## src/rtl/outq_ctrl_if.sv

```systemverilog
// CPU data-bus and downstream character-port signals of the output-queue controller.
// master = CPU/bus side, slave = the controller itself.
interface outq_ctrl_if;
   logic [31:0] daddr;
   logic [31:0] dwdata;
   logic [3:0]  dwe;
   logic [31:0] drdata;
   logic [31:0] o_daddr;
   logic [31:0] o_dwdata;
   logic [3:0]  o_dwe;
   logic [31:0] o_drdata;

   modport master (
      output daddr, dwdata, dwe, o_drdata,
      input  drdata, o_daddr, o_dwdata, o_dwe
   );

   modport slave (
      input  daddr, dwdata, dwe, o_drdata,
      output drdata, o_daddr, o_dwdata, o_dwe
   );
endinterface

```

## src/rtl/outq_ctrl.sv

```systemverilog
// Memory-mapped output queue: CPU stores fill a FIFO, a drain scheduler forwards
// one character at a time downstream with a programmable idle gap between forwards.
module outq_ctrl #(
   parameter int unsigned DEPTH     = 16,
   parameter int unsigned DRAIN_GAP = 3,
   parameter logic [31:0] BASE_ADDR = 32'h0003_4570,
   parameter logic [31:0] OUT_ADDR  = 32'h0003_4560
) (
   input logic        clk,
   input logic        reset,
   outq_ctrl_if.slave bus
);
   localparam int unsigned PTR_W = (DEPTH > 1) ? $clog2(DEPTH) : 1;
   localparam int unsigned LVL_W = PTR_W + 1;
   localparam int unsigned GAP_W = (DRAIN_GAP > 1) ? $clog2(DRAIN_GAP) : 1;
   localparam logic [LVL_W-1:0] LVL_FULL = LVL_W'(DEPTH);
   localparam logic [GAP_W-1:0] GAP_LOAD = (DRAIN_GAP > 0) ? GAP_W'(DRAIN_GAP - 1) : '0;

   typedef enum logic [1:0] {
      ST_IDLE  = 2'd0,
      ST_ISSUE = 2'd1,
      ST_GAP   = 2'd2
   } state_e;

   state_e             state_q, state_d;
   logic [GAP_W-1:0]   gap_q, gap_d;
   logic [PTR_W-1:0]   rd_ptr_q, rd_ptr_d;
   logic [PTR_W-1:0]   wr_ptr_q, wr_ptr_d;
   logic [LVL_W-1:0]   level_q, level_d;
   logic [15:0]        drops_q, drops_d;
   logic [31:0]        sent_q, sent_d;
   logic               enable_q, enable_d;
   logic [3:0]         o_dwe_q, o_dwe_d;
   logic [31:0]        o_dwdata_q, o_dwdata_d;
   logic [7:0]         mem_q [DEPTH];

   logic hit_data_c, hit_ctrl_c, hit_status_c, hit_sent_c;
   logic wr_c, push_req_c, push_c, pop_c, flush_c, drop_c, full_c, empty_c;
   logic unused_c;

   assign unused_c = ^{bus.o_drdata, bus.dwdata[31:8]};

   // Bus decode and FIFO accept/drop decisions
   always_comb begin
      hit_data_c   = (bus.daddr == BASE_ADDR);
      hit_ctrl_c   = (bus.daddr == BASE_ADDR + 32'd4);
      hit_status_c = (bus.daddr == BASE_ADDR + 32'd8);
      hit_sent_c   = (bus.daddr == BASE_ADDR + 32'd12);
      wr_c         = |bus.dwe;
      full_c       = (level_q == LVL_FULL);
      empty_c      = (level_q == '0);
      pop_c        = (state_q == ST_ISSUE) && !empty_c;
      flush_c      = wr_c && hit_ctrl_c && bus.dwdata[1];
      push_req_c   = wr_c && hit_data_c;
      // a full FIFO still accepts when the head leaves in the same cycle
      push_c       = push_req_c && !flush_c && (!full_c || pop_c);
      drop_c       = push_req_c && !flush_c && !push_c;
   end

   // Queue bookkeeping and counters
   always_comb begin
      rd_ptr_d = rd_ptr_q;
      wr_ptr_d = wr_ptr_q;
      level_d  = level_q;
      drops_d  = drops_q;
      sent_d   = sent_q;
      enable_d = enable_q;
      if (flush_c) begin
         rd_ptr_d = '0;
         wr_ptr_d = '0;
         level_d  = '0;
      end else begin
         if (pop_c)  rd_ptr_d = rd_ptr_q + PTR_W'(1);
         if (push_c) wr_ptr_d = wr_ptr_q + PTR_W'(1);
         level_d = level_q + LVL_W'(push_c) - LVL_W'(pop_c);
      end
      if (drop_c && (drops_q != 16'hFFFF)) drops_d = drops_q + 16'd1;
      if (state_q == ST_ISSUE)             sent_d  = sent_q + 32'd1;
      if (wr_c && hit_ctrl_c)              enable_d = bus.dwdata[0];
   end

   // Drain scheduler next state; a flush in the deciding cycle suppresses the issue
   always_comb begin
      state_d = state_q;
      gap_d   = gap_q;
      case (state_q)
         ST_IDLE: begin
            if (enable_q && !empty_c && !flush_c) state_d = ST_ISSUE;
         end
         ST_ISSUE: begin
            if (DRAIN_GAP > 0) begin
               state_d = ST_GAP;
               gap_d   = GAP_LOAD;
            end else begin
               state_d = ST_IDLE;
            end
         end
         ST_GAP: begin
            if (gap_q == '0) state_d = ST_IDLE;
            else             gap_d   = gap_q - GAP_W'(1);
         end
         default: state_d = ST_IDLE;
      endcase
   end

   // Downstream outputs, registered so they line up with the ISSUE state
   always_comb begin
      o_dwe_d    = 4'b0000;
      o_dwdata_d = 32'd0;
      if (state_d == ST_ISSUE) begin
         o_dwe_d    = 4'b0001;
         o_dwdata_d = {24'd0, mem_q[rd_ptr_q]};
      end
   end

   always_ff @(posedge clk) begin
      if (reset) begin
         state_q    <= ST_IDLE;
         gap_q      <= '0;
         rd_ptr_q   <= '0;
         wr_ptr_q   <= '0;
         level_q    <= '0;
         drops_q    <= 16'd0;
         sent_q     <= 32'd0;
         enable_q   <= 1'b1;
         o_dwe_q    <= 4'b0000;
         o_dwdata_q <= 32'd0;
      end else begin
         state_q    <= state_d;
         gap_q      <= gap_d;
         rd_ptr_q   <= rd_ptr_d;
         wr_ptr_q   <= wr_ptr_d;
         level_q    <= level_d;
         drops_q    <= drops_d;
         sent_q     <= sent_d;
         enable_q   <= enable_d;
         o_dwe_q    <= o_dwe_d;
         o_dwdata_q <= o_dwdata_d;
      end
   end

   // Storage has no reset; pointers and level define what is valid
   always_ff @(posedge clk) begin
      if (push_c) mem_q[wr_ptr_q] <= bus.dwdata[7:0];
   end

   always_comb begin
      bus.drdata = 32'd0;
      if (hit_ctrl_c)        bus.drdata = {31'd0, enable_q};
      else if (hit_status_c) bus.drdata = {drops_q, full_c, empty_c, 6'd0, 8'(level_q)};
      else if (hit_sent_c)   bus.drdata = sent_q;
   end

   assign bus.o_daddr  = OUT_ADDR;
   assign bus.o_dwe    = o_dwe_q;
   assign bus.o_dwdata = o_dwdata_q;
endmodule

```

## src/flat_wrapper.sv

```systemverilog
// flat-port wrapper written by rule: the top's interface ports become plain ports
module outq_ctrl_flat 
#(
   parameter int unsigned DEPTH     = 16,
   parameter int unsigned DRAIN_GAP = 3,
   parameter logic [31:0] BASE_ADDR = 32'h0003_4570,
   parameter logic [31:0] OUT_ADDR  = 32'h0003_4560
)
  (clk, reset, bus_daddr, bus_dwdata, bus_dwe, bus_o_drdata, bus_drdata, bus_o_daddr, bus_o_dwdata, bus_o_dwe);
  outq_ctrl_if bus_i ();
  input logic clk;
  input logic reset;
  input wire logic [$bits(bus_i.daddr)-1:0] bus_daddr;
  input wire logic [$bits(bus_i.dwdata)-1:0] bus_dwdata;
  input wire logic [$bits(bus_i.dwe)-1:0] bus_dwe;
  input wire logic [$bits(bus_i.o_drdata)-1:0] bus_o_drdata;
  output wire logic [$bits(bus_i.drdata)-1:0] bus_drdata;
  output wire logic [$bits(bus_i.o_daddr)-1:0] bus_o_daddr;
  output wire logic [$bits(bus_i.o_dwdata)-1:0] bus_o_dwdata;
  output wire logic [$bits(bus_i.o_dwe)-1:0] bus_o_dwe;
  assign bus_i.daddr = bus_daddr;
  assign bus_i.dwdata = bus_dwdata;
  assign bus_i.dwe = bus_dwe;
  assign bus_i.o_drdata = bus_o_drdata;
  assign bus_drdata = bus_i.drdata;
  assign bus_o_daddr = bus_i.o_daddr;
  assign bus_o_dwdata = bus_i.o_dwdata;
  assign bus_o_dwe = bus_i.o_dwe;
  outq_ctrl #(.DEPTH(DEPTH), .DRAIN_GAP(DRAIN_GAP), .BASE_ADDR(BASE_ADDR), .OUT_ADDR(OUT_ADDR)) u_core (.clk(clk), .reset(reset), .bus(bus_i));
endmodule
```

## config.mk

```make
export PLATFORM = sky130hd
export DESIGN_NAME = outq_ctrl_flat
export DESIGN_NICKNAME = d
export VERILOG_FILES = /design/src/rtl/outq_ctrl_if.sv /design/src/rtl/outq_ctrl.sv /design/src/flat_wrapper.sv
export SDC_FILE = /design/constraint.sdc
export NUM_CORES = 1
export LEC_CHECK = 0
export BUFFER_PORTS_ARGS = -buffer_cell sky130_fd_sc_hd__buf_2
export CORE_MARGIN = 4
export CORE_UTILIZATION = 45
export CTS_CLUSTER_SIZE = 14
export DETAILED_ROUTE_END_ITERATION = 8
export PLACE_DENSITY = 0.68
export SLEW_MARGIN = 40
export SYNTH_ARGS = -nofsm -noshare
export SYNTH_HDL_FRONTEND = slang
export SYNTH_SLANG_ARGS = --single-unit
```

## constraint.sdc

```tcl
create_clock -name clk -period 5.7 [get_ports clk]
set_input_delay 1.14 -clock clk [delete_from_list [all_inputs] [get_ports clk]]
set_output_delay 1.14 -clock clk [all_outputs]
set_load 0.03 [all_outputs]
```

==> parameters.txt <==
Parameter                              Value

Status
  Status    finished, final reports clean

Floorplan
  Effective utilization at floorplan    46.3%
  Die W    153 um
  DIE HEIGHT    153 um
  Number of top-level design ports    202
  Die Area    23,500 sq um
  Number of placement rows    52
  Total core area    20,500 sq um

Timing
  Setup repair after global routing missed its margin    false
  Setup skew after layout    0.0169 ns
  Relative slew slack    46.0%
  Final Cycle Share    74.1%
  Final hold violation count    0
  Number of slew-limit violations in the final report    0
  Final critical delay including setup and external delays    4.22 ns
  Final TNS setup    0 ns
  Finish-stage setup viols    0
  Upper clock frequency limit    0.237 GHz
  Least-Margin Pin Slew    0.810 ns

Setup path
  Worst Setup End Kind    primary output
  Number of cells on the worst reg-to-reg path    13
  Worst Path Class, Setup    in2out
  Arrival time at the worst endpoint    3.08 ns
  Startpoint of the worst-slack reg-to-reg timing path    u_core.level_q[2]
  Worst reg-to-reg setup slack    2.64 ns
  Kind of launch point of the worst setup path    input port
  Crit Path Max Fanout    22
  End of the worst register-to-register path    u_core.level_q[4]
  Worst Path Required    4.56 ns

Global routing
  Total congestion overflow after global routing    0
  Overall routing resource usage    15.9%
  Global-route wire length before repair    30.5 mm
  Antenna violations before repair    1
  Maximum number of pins on one net before global-route repair    61
  Via count of the first global-routing pass    5,764

Cells and area
  Area Growth Syn to Fin    12.2%
  Number of nets in the final layout    945
  Ant. Diodes    0
  Share of layout cells above drive strength 1    22.2%

Synth
  FFs w/ async S/R, synth    0%
  Top-area cell type share of the netlist area    40.5%
  Share of synthesized area occupied by flip-flops and latches    56.4%
  Cell with the most instances after synthesis    sky130_fd_sc_hd__edfxtp_1
  Most frequent cells after synthesis    sky130_fd_sc_hd__edfxtp_1 (128), sky130_fd_sc_hd__nor2_1 (86), sky130_fd_sc_hd__dfxtp_1 (75)
  Distinct cell type count of the synthesized netlist    52
  Dominant register cell in the synthesized netlist    sky130_fd_sc_hd__edfxtp_1
  EDFF count, synth    128
  Yosys Warn Count    0
  Netlist Area Pre-Place    9480 sq um
  Synthesized instance count    748
  Synthesized flop and latch total    203
  Cell type contributing the most total cell area after synthesis    sky130_fd_sc_hd__edfxtp_1
  Average cell area after synthesis    12.7 sq um
  Top post-synthesis cells by area    sky130_fd_sc_hd__edfxtp_1 (41%), sky130_fd_sc_hd__dfxtp_1 (16%), sky130_fd_sc_hd__mux4_2 (7.6%)

Power and ir drop
  Psw    976 uW
  Share of total power in combinational logic    18.2%
  Total power per unit cell area    342 nW/um^2
  Relative contribution of sequential cells to total power    45.4%
  Peak ir drop on the vdd network    195 uV
  Relative contribution of the clock network to total power    36.3%
  Total power of the final layout    3.64 mW
  Cell internal pwr    2.66 mW
  Switching power share of the total    26.8%
  Leakage power summed over all cells    3.88 nW

Clocking
  Number of clock buffers inserted by TritonCTS    22
  Post-CTS clock slew at the launch and capture registers of the worst setup and hold paths    0.06 ns
  Worst skew pair latency    0.50 ns
  Setup repair bufs after CTS    0
  CTS resizes    0
  Number of buffers between clock root and the deepest sink    3
  Sinks on the clock net    203
  Hold Buf Count CTS    0
  Number of levels the H-tree was split into    1
  Clock tree from TritonCTS    yes
  Root Buffer Master    sky130_fd_sc_hd__clkbuf_16

Place
  GPL Wtd Cong    0.782
  I/O Buffers    86
  DP Wirelength    12.9 mm

Detailed routing
  Wirelength per Cell    17.0 um
  Count of vias placed by the detailed router    5,777
  Initial DRT Pass Iterations    5
  Post-Route WL    19.0 mm
  Number of antenna-violating nets in the routed design    0
  Drc violations    0
  First DRT Iteration DRCs    299
  Via count normalized by instance count    5.19

Hold path
  Hold-critical path depth    2
  Endpoint, Worst Hold    u_core.gap_q[0]
  Type of the most critical hold path    reg2reg
  Min-delay src    u_core.gap_q[0]

Job
  Maxcap violations    0
==> placed cells by master (no fill, tap or decap), drive strengths merged, types with 2 or more instances in the layout <==
master  count
a211oi     16
a21oi      13
a311oi      3
a41o        3
and2        3
and3       26
and4        4
and4bb      3
buf        92
clkbuf     28
clkinv     11
conb       59
dfxtp      75
edfxtp    128
ha         14
inv        27
mux2        9
mux2i      34
mux4       32
nand2      18
nand3      17
nand4      17
nand4b      3
nor2       86
nor2b      21
nor3       11
nor3b       2
nor4       16
nor4b       4
o21ai       7
or3         7
or4         3
or4b        2
xnor2      24
xor2       14
==> worst max-delay path by stage <==
stage,slack (ns),end,startpoint,cells past startpoint
after CTS,1.45,bus_drdata[1],bus_daddr[19],7
final,1.48,bus_drdata[1],bus_daddr[23],7
after floorplan,2.05,bus_drdata[14],bus_daddr[30],6
after detailed placement,1.46,bus_drdata[1],bus_daddr[19],7
after global routing,1.35,bus_drdata[1],bus_daddr[27],7
after global placement,1.48,bus_drdata[1],bus_daddr[19],7
==> state kept, by name (all words and copies together) (netlist names) <==
register,flops
u_core.bus.o_dwdata,8
u_core.bus.o_dwe,1
u_core.drops_q,16
u_core.enable_q,1
u_core.gap_q,2
u_core.level_q,5
u_core.mem_q,128
u_core.rd_ptr_q,4
u_core.sent_q,32
u_core.state_q,2
u_core.wr_ptr_q,4
==> layout make-up <==
type                            count  area [sq um]
Tap cell                          270           338
Inverter                           27           101
Multi-Input combinational cell    482          3680
Clock inverter                     12          76.3
Timing Repair Buffer               92           475
Fill cell                        1777          9860
Sequential cell                   203          5350
Clock buffer                       28           613
==> stage by stage <==
| step | hold WS, ns | utilization [%] | worst slack (ns) | instance area, sq um | cells |
|---|---|---|---|---|---|
| final | 0.492 | 51.9 | 1.48 | 10600 | 1114 |
| after global routing | 0.520 | 51.9 | 1.35 | 10600 | 1114 |
| after CTS | 0.497 | 51.9 | 1.45 | 10600 | 1114 |
| after detailed placement | 0.486 | 48.5 | 1.46 | 9940 | 1074 |
| after global placement | 0.478 | 48.5 | 1.48 | 9940 | 1074 |
| after floorplan | 0.462 | - | 2.05 | 9690 | 805 |
==> metal layers <==
metal | share of wire (%) | track usage (%) | vias up
li1 | - | - | 2804
met1 | 42 | 20.6 | 2790
met2 | 51 | 27.5 | 150
met3 | 4.8 | 2.97 | 31
met4 | 2.2 | 4.41 | 2
met5 | 0.068 | 0 | -
==> cell families (layout without fill, tap and decap cells) <==
| family | count (synthesis) | count (layout) | share of synthesized area, % |
|---|---|---|---|
| other cells | 2 | 59 | 0.0792 |
| fa+ha+maj | 15 | 15 | 2.06 |
| compound gates | 48 | 48 | 3.43 |
| flops | 203 | 203 | 56.4 |
| simple gates | 247 | 247 | 15.0 |
| mux | 75 | 75 | 12.3 |
| xor+xnor | 38 | 38 | 3.51 |
| buf+inv | 120 | 159 | 7.23 |
==> power groups by stage <==
stage | combinational [mW] | clock (mW) | sequential, mW
2_1_floorplan | 0.532 | 0 | 1.71
3_5_place_dp | 0.674 | 0 | 1.68
3_3_place_gp | 0.658 | 0 | 1.68
6_report | 0.664 | 1.32 | 1.65
4_1_cts | 0.677 | 1.36 | 1.65
5_1_grt | 0.745 | 1.42 | 1.66
==> critical path: stages <==
cell and delay (ns):
sky130_fd_sc_hd__buf_2 0.11, sky130_fd_sc_hd__nor4_4 0.34, sky130_fd_sc_hd__nand4_4 0.24, sky130_fd_sc_hd__nor2_1 0.17
sky130_fd_sc_hd__nand2_1 0.46, sky130_fd_sc_hd__nor2_1 0.36, sky130_fd_sc_hd__buf_2 0.25
(Power assumes the default switching activity.)
